===== config.mk =====
export PLATFORM = sky130hd
export DESIGN_NAME = ws2812_rx_flat
export DESIGN_NICKNAME = d
export VERILOG_FILES = /design/src/rtl/ws2812_pkg.sv /design/src/rtl/ws2812_rx_if.sv /design/src/rtl/ws2812_pulse_meter.sv /design/src/rtl/ws2812_rx.sv /design/src/flat_wrapper.sv
export SDC_FILE = /design/constraint.sdc
export NUM_CORES = 1
export LEC_CHECK = 0
export CAP_MARGIN = 20
export CORE_MARGIN = 4
export CORE_UTILIZATION = 48
export DETAILED_ROUTE_END_ITERATION = 10
export PLACE_DENSITY = 0.71
export SLEW_MARGIN = 5
export SYNTH_ARGS = -nofsm -noshare
export SYNTH_HDL_FRONTEND = slang
export SYNTH_HIERARCHICAL = 1
export SYNTH_SLANG_ARGS = --single-unit

===== constraint.sdc =====
create_clock -name i_Clock -period 3 [get_ports i_Clock]
set_input_delay 0.3 -clock i_Clock [delete_from_list [all_inputs] [get_ports i_Clock]]
set_output_delay 0.3 -clock i_Clock [all_outputs]
set_load 0.02 [all_outputs]

===== src/rtl/ws2812_pkg.sv =====
// ws2812_pkg: state encoding and default timing constants shared by the WS2812 receiver and transmitter
package ws2812_pkg;

    typedef enum logic [1:0] {ST_SYNC, ST_LOW, ST_HIGH, ST_PASS} ws2812_state_t;

    localparam int BIT_THRESH_DEF = 14;
    localparam int MIN_HIGH_DEF   = 3;
    localparam int MAX_HIGH_DEF   = 30;
    localparam int RESET_LOW_DEF  = 1200;
    localparam int T1H_DEF        = 20;
    localparam int T0H_DEF        = 8;
    localparam int T_BIT_DEF      = 30;

    function automatic int max4(input int a, input int b, input int c, input int d);
        int m;
        m = a > b ? a : b;
        m = m > c ? m : c;
        return m > d ? m : d;
    endfunction

endpackage


===== src/rtl/ws2812_rx_if.sv =====
// ws2812_rx_if: serial line in, decoded pixel and event pulses out
interface ws2812_rx_if;

    logic        i_Din;
    logic [23:0] o_Colour;
    logic        o_Valid;
    logic        o_Frame_End;
    logic        o_Error;
    logic        o_Dout;

    modport master (output i_Din, input o_Colour, o_Valid, o_Frame_End, o_Error, o_Dout);
    modport slave  (input i_Din, output o_Colour, o_Valid, o_Frame_End, o_Error, o_Dout);

endinterface


===== src/rtl/ws2812_pulse_meter.sv =====
// ws2812_pulse_meter: synchronises the serial line and measures the length of each level run
module ws2812_pulse_meter #(
    parameter int CNT_W = 11,
    parameter int SAT   = 1200
) (
    input  logic             i_Clock,
    input  logic             i_Reset_n,
    input  logic             i_Din,
    output logic             din_s,
    output logic             din_edge,
    output logic [CNT_W-1:0] run,
    output logic [CNT_W-1:0] run_q,
    output logic             gap
);

    localparam logic [CNT_W-1:0] SAT_V = CNT_W'(SAT);

    logic sync1;
    logic din_d;

    // two-flop synchroniser, previous synchronised level and previous run length
    always_ff @(posedge i_Clock or negedge i_Reset_n) begin
        if (!i_Reset_n) begin
            sync1 <= 1'b0;
            din_s <= 1'b0;
            din_d <= 1'b0;
            run_q <= '0;
        end else begin
            sync1 <= i_Din;
            din_s <= sync1;
            din_d <= din_s;
            run_q <= run;
        end
    end

    // run length including this cycle, saturating so it never wraps; gap fires once per long low
    always_comb begin
        din_edge = din_s ^ din_d;
        run      = din_edge ? CNT_W'(1) : (run_q == SAT_V ? run_q : run_q + CNT_W'(1));
        gap      = !din_s && run == SAT_V && run_q != SAT_V;
    end

endmodule


===== src/rtl/ws2812_rx.sv =====
// ws2812_rx: decodes WS2812 pulse-width serial data into 24-bit pixels and forwards the rest of the chain
module ws2812_rx
    import ws2812_pkg::*;
#(
    parameter int BIT_THRESH = BIT_THRESH_DEF,
    parameter int MIN_HIGH   = MIN_HIGH_DEF,
    parameter int MAX_HIGH   = MAX_HIGH_DEF,
    parameter int RESET_LOW  = RESET_LOW_DEF
) (
    input logic        i_Clock,
    input logic        i_Reset_n,
    ws2812_rx_if.slave bus
);

    localparam int CNT_W = $clog2(max4(BIT_THRESH, MIN_HIGH, MAX_HIGH, RESET_LOW) + 1);
    localparam logic [CNT_W-1:0] THRESH_V = CNT_W'(BIT_THRESH);
    localparam logic [CNT_W-1:0] MIN_V    = CNT_W'(MIN_HIGH);
    localparam logic [CNT_W-1:0] MAX_V    = CNT_W'(MAX_HIGH);

    ws2812_state_t    state, state_n;
    logic             din_s, din_edge, gap, rise, fall, over, bit_v;
    logic [CNT_W-1:0] run, run_q;
    logic [4:0]       bit_cnt, bit_cnt_n;
    logic [22:0]      shift, shift_n;
    logic [23:0]      colour, colour_n;
    logic             act, act_n;
    logic             valid_q, valid_n, fe_q, fe_n, err_q, err_n;

    ws2812_pulse_meter #(.CNT_W(CNT_W), .SAT(RESET_LOW)) u_meter (
        .i_Clock   (i_Clock),
        .i_Reset_n (i_Reset_n),
        .i_Din     (bus.i_Din),
        .din_s     (din_s),
        .din_edge  (din_edge),
        .run       (run),
        .run_q     (run_q),
        .gap       (gap)
    );

    assign rise  = din_edge && din_s;
    assign fall  = din_edge && !din_s;
    assign over  = din_s && run > MAX_V;
    assign bit_v = run_q >= THRESH_V;

    // state, pixel assembly and registered event pulses
    always_ff @(posedge i_Clock or negedge i_Reset_n) begin
        if (!i_Reset_n) begin
            state   <= ST_SYNC;
            bit_cnt <= '0;
            shift   <= '0;
            colour  <= '0;
            act     <= 1'b0;
            valid_q <= 1'b0;
            fe_q    <= 1'b0;
            err_q   <= 1'b0;
        end else begin
            state   <= state_n;
            bit_cnt <= bit_cnt_n;
            shift   <= shift_n;
            colour  <= colour_n;
            act     <= act_n;
            valid_q <= valid_n;
            fe_q    <= fe_n;
            err_q   <= err_n;
        end
    end

    // decoder: on a falling edge the just-ended high run (run_q) is the pulse width
    always_comb begin
        state_n   = state;
        bit_cnt_n = bit_cnt;
        shift_n   = shift;
        colour_n  = colour;
        act_n     = act;
        valid_n   = 1'b0;
        fe_n      = 1'b0;
        err_n     = 1'b0;
        case (state)
            ST_SYNC: begin
                if (gap) begin
                    state_n   = ST_LOW;
                    bit_cnt_n = '0;
                    act_n     = 1'b0;
                end
            end
            ST_LOW: begin
                if (rise) begin
                    state_n = ST_HIGH;
                    act_n   = 1'b1;
                end else if (gap) begin
                    err_n     = bit_cnt != '0;
                    fe_n      = bit_cnt == '0 && act;
                    bit_cnt_n = '0;
                    act_n     = 1'b0;
                end
            end
            ST_HIGH: begin
                if (over) begin
                    err_n     = 1'b1;
                    bit_cnt_n = '0;
                    state_n   = ST_SYNC;
                end else if (fall) begin
                    state_n = ST_LOW;
                    if (run_q < MIN_V) begin
                        err_n = 1'b1;
                    end else if (bit_cnt == 5'd23) begin
                        colour_n  = {shift, bit_v};
                        valid_n   = 1'b1;
                        bit_cnt_n = '0;
                        state_n   = ST_PASS;
                    end else begin
                        shift_n   = {shift[21:0], bit_v};
                        bit_cnt_n = bit_cnt + 5'd1;
                    end
                end
            end
            ST_PASS: begin
                if (over) begin
                    err_n   = 1'b1;
                    state_n = ST_SYNC;
                end else if (gap) begin
                    fe_n      = 1'b1;
                    bit_cnt_n = '0;
                    act_n     = 1'b0;
                    state_n   = ST_LOW;
                end
            end
            default: state_n = ST_SYNC;
        endcase
    end

    assign bus.o_Colour    = colour;
    assign bus.o_Valid     = valid_q;
    assign bus.o_Frame_End = fe_q;
    assign bus.o_Error     = err_q;
    assign bus.o_Dout      = state == ST_PASS && din_s;

endmodule


===== src/flat_wrapper.sv =====
// flat-port wrapper written by rule: the top's interface ports become plain ports
module ws2812_rx_flat import ws2812_pkg::*;
#(
    parameter int BIT_THRESH = BIT_THRESH_DEF,
    parameter int MIN_HIGH   = MIN_HIGH_DEF,
    parameter int MAX_HIGH   = MAX_HIGH_DEF,
    parameter int RESET_LOW  = RESET_LOW_DEF
)
  (i_Clock, i_Reset_n, bus_i_Din, bus_o_Colour, bus_o_Valid, bus_o_Frame_End, bus_o_Error, bus_o_Dout);
  ws2812_rx_if bus_i ();
  input logic i_Clock;
  input logic i_Reset_n;
  input wire logic [$bits(bus_i.i_Din)-1:0] bus_i_Din;
  output wire logic [$bits(bus_i.o_Colour)-1:0] bus_o_Colour;
  output wire logic [$bits(bus_i.o_Valid)-1:0] bus_o_Valid;
  output wire logic [$bits(bus_i.o_Frame_End)-1:0] bus_o_Frame_End;
  output wire logic [$bits(bus_i.o_Error)-1:0] bus_o_Error;
  output wire logic [$bits(bus_i.o_Dout)-1:0] bus_o_Dout;
  assign bus_i.i_Din = bus_i_Din;
  assign bus_o_Colour = bus_i.o_Colour;
  assign bus_o_Valid = bus_i.o_Valid;
  assign bus_o_Frame_End = bus_i.o_Frame_End;
  assign bus_o_Error = bus_i.o_Error;
  assign bus_o_Dout = bus_i.o_Dout;
  ws2812_rx #(.BIT_THRESH(BIT_THRESH), .MIN_HIGH(MIN_HIGH), .MAX_HIGH(MAX_HIGH), .RESET_LOW(RESET_LOW)) u_core (.i_Clock(i_Clock), .i_Reset_n(i_Reset_n), .bus(bus_i));
endmodule

==> run_results.csv <==
group,metric,value,unit
outcome,outcome,"finished, final reports clean",
die,initial_core_util,50.57,%
final_layout,syn_to_final_growth,20.49,%
routing,wl_per_cell,16.68,um
setup_path,crit_path_max_fanout,13,
synth,synth_ff_type,"dfrtp_1",
die,die_h,90.96,um
synth,ys_top_cells_by_count,"dfrtp_1, mux2_2, mux2_4, nand2_1, a21oi_1",
die,die_area,8273,um2
cts,cts_root_buffer,"clkbuf_8",
setup_path,setup.worst_path.end_class,"flip-flop",
die,coreArea,6531,um2
final_layout,drive_above_1_share,28.10,%
sta,finalSetupTns,0,ns
global_route,track_usage,15.80,%
setup_path,crit_path_start_kind,"flip-flop",
sta,period_share,94.11,%
cts,cts.path.max_buffers,2,
placement,pre_cts_slack,0.02931,ns
synth,synth-edff-count,0,
flow_run,max-cap-violations,0,
setup_path,cp_slowest_cell,"dfrtp_2",
setup_path,critPathBufInv,2,
sta,whs,0.06125,ns
setup_path,cpPeakStageDelay,0.43,ns
placement,dp_hpwl,4142,um
routing,drtPass1Iterations,5,
global_route,grt-ovfl-total,0,
routing,drt-total-wl,6390,um
placement,portBuffers,30,
synth,synth.net_count,265,
setup_path,worstSetupPathType,"reg -> reg",
global_route,antenna_found_initial,0,
routing,vias,2165,
synth,synthCells,258,
routing,via_per_inst,5.653,
sta,slew_headroom,41.99,%
sta,fin_ws,0.1768,ns
routing,ant_nets,0,
synth,synth.top_cell.area_share,54.55,%
global_route,grt_pass1_wl,10610,um
power,powerDensity,475.8,nW/um2
cts,clk_latency,0.35,ns
final_layout,nNetsFinal,308,
synth,synth_seq_cells,72,
cts,cts.sinks,72,
power,vdd_ir_drop_max,0.4347,mV
setup_path,cp_top_family,"compound AO/OA/AOI/OAI gates",
global_route,grt_max_degree,73,
cts,cts_tree,"built",
sta,skew,0.01083,ns
synth,syn_area_per_cell,12.80,um2
cts,cts.clk_slew.worst_paths,0.07,ns
synth,synth.area.top_cells,"dfrtp_1, mux2_2, mux2_4",
sta,fmaxAchievable,354.2,MHz
final_layout,utilization,60.94,%
placement,routabilityCongestion,0.8816,
power,finalPower,1.894,mW
synth,synth.most_common_cell,"dfrtp_1",
hold_path,hold_class,"in -> async",
routing,drc,0,
sta,tightest_slew,0.8701,ns
global_route,grt_pass1_vias,2147,
die,die_w,90.96,um
final_layout,multiInputGateArea,1433,um2
synth,yosysSeqAreaShare,54.55,%
cts,cts_hold_buf,0,
power,p_leak,1.782,nW
sta,finalMaxSlewViolations,0,
sta,finalSetupViolCount,0,
synth,ys_warn_count,6,
routing,dr.first_iter.drc_count,101,
cts,h-tree-depth,3,
synth,synth.cell_area,3303,um2
final_layout,seqCellArea,1804,um2
synth,synthArstFlopShare,100.0,%
setup_path,required,3.23,ns
sta,hold_viol_final,0,
die,ios,31,
sta,period_minus_slack,2.823,ns
final_layout,antenna_cells,0,
synth,ys_types,52,
cts,cts_made_buffers,9,
die,row_count,29,
setup_path,cp_cell_sequence,"ha_1, nand3_2, o21ai_0, a21oi_1, nor4_2, o211ai_2, a2111oi_4, buf_4, buf_12, mux2_2",
setup_path,arrival,3.05,ns
final_layout,fillCellCount,525,
synth,yosysTopAreaCell,"dfrtp_1",
[what timing repair did]
item                       4_1_cts  5_1_grt
setup buffers                    0        1
resized for setup                0        4
setup endpoints to repair        0       24
[cell usage in the layout (no fill, tap or decap), drive strengths merged, types with 3 or more instances in the layout]
| master | Yosys | layout |
|---|---|---|
| dfrtp | 72 | 72 |
| mux2 | 45 | 45 |
| clkdlybuf4s50 | 0 | 29 |
| nand2 | 17 | 17 |
| clkbuf | 1 | 11 |
| a21oi | 11 | 11 |
| inv | 9 | 10 |
| nor2 | 9 | 9 |
| buf | 6 | 9 |
| o21ai | 8 | 8 |
| nand3 | 7 | 7 |
| nor3 | 5 | 5 |
| xnor2 | 5 | 5 |
| nor4b | 5 | 5 |
| or3 | 4 | 4 |
| nand4 | 4 | 4 |
| ha | 4 | 4 |
| and3 | 3 | 3 |
| a31oi | 3 | 3 |
| mux2i | 3 | 3 |
| xor2 | 3 | 3 |
| nor4 | 3 | 3 |
| a211oi | 3 | 3 |
[area by class of cell]
type / count / share of cell area [%]
Sequential cell: 72 / 45.33
Tap cell: 77 / 2.421
Inverter: 9 / 0.8488
Clock inverter: 6 / 1.698
Timing Repair Buffer: 39 / 10.25
Clock buffer: 10 / 3.458
Multi-Input combinational cell: 170 / 35.99
[registers in the layout, summed over array words and instances (netlist names), 2 cells and up]
register	flops
u_core/bit_cnt	5
u_core/state	2
u_core/shift	23
u_core/bus.o_Colour	24
u_core/u_meter/run_q	11
[kinds of logic after synthesis]
group           after synthesis  synth area share, %
flops                        72                54.55
simple gates                 71                12.54
mux                          48                18.18
compound gates               39                8.675
buf+inv                      16                2.424
xor+xnor                      8                2.121
fa+ha+maj                     4                1.515
[worst paths after layout]
kind	startpoint	end	slack [ns]	cells after the start
setup / recovery	u_core/u_meter/run_q[0]$_DFF_PN0_	u_core/bus.o_Colour[3]$_DFFE_PN0P_	0.18	10
hold / removal	i_Reset_n	u_core/u_meter/din_d$_DFF_PN0_	0.06	1
hold reg to reg	u_core/u_meter/sync1$_DFF_PN0_	u_core/u_meter/din_s$_DFF_PN0_	0.35	0
max in group asynchronous	i_Reset_n	u_core/u_meter/run_q[1]$_DFF_PN0_	2.35	1
setup reg to reg	u_core/u_meter/run_q[0]$_DFF_PN0_	u_core/bus.o_Colour[3]$_DFFE_PN0P_	0.18	10
min in group i_Clock	u_core/u_meter/sync1$_DFF_PN0_	u_core/u_meter/din_s$_DFF_PN0_	0.35	0
[per-layer routing]
layer  part of all wire, %  global-route usage [%]
met1                    47                   21.69
met2                    48                   24.52
met3                   4.5                   4.132
met4                   1.2                   5.276
met5                     0                       0
[per-stage QoR]
stage,instances,instance area [um2]
after floorplan,258,3303
after global placement,365,3729
after detailed placement,365,3729
after CTS,381,3934
after global routing,383,3980
final,383,3980
[report_power, final]
part           switching (mW)  internal, mW
Clock                   0.370         0.409
Sequential             0.0210         0.982
Combinational          0.0744        0.0375
Note: power is estimated with default switching activity, not from simulation.
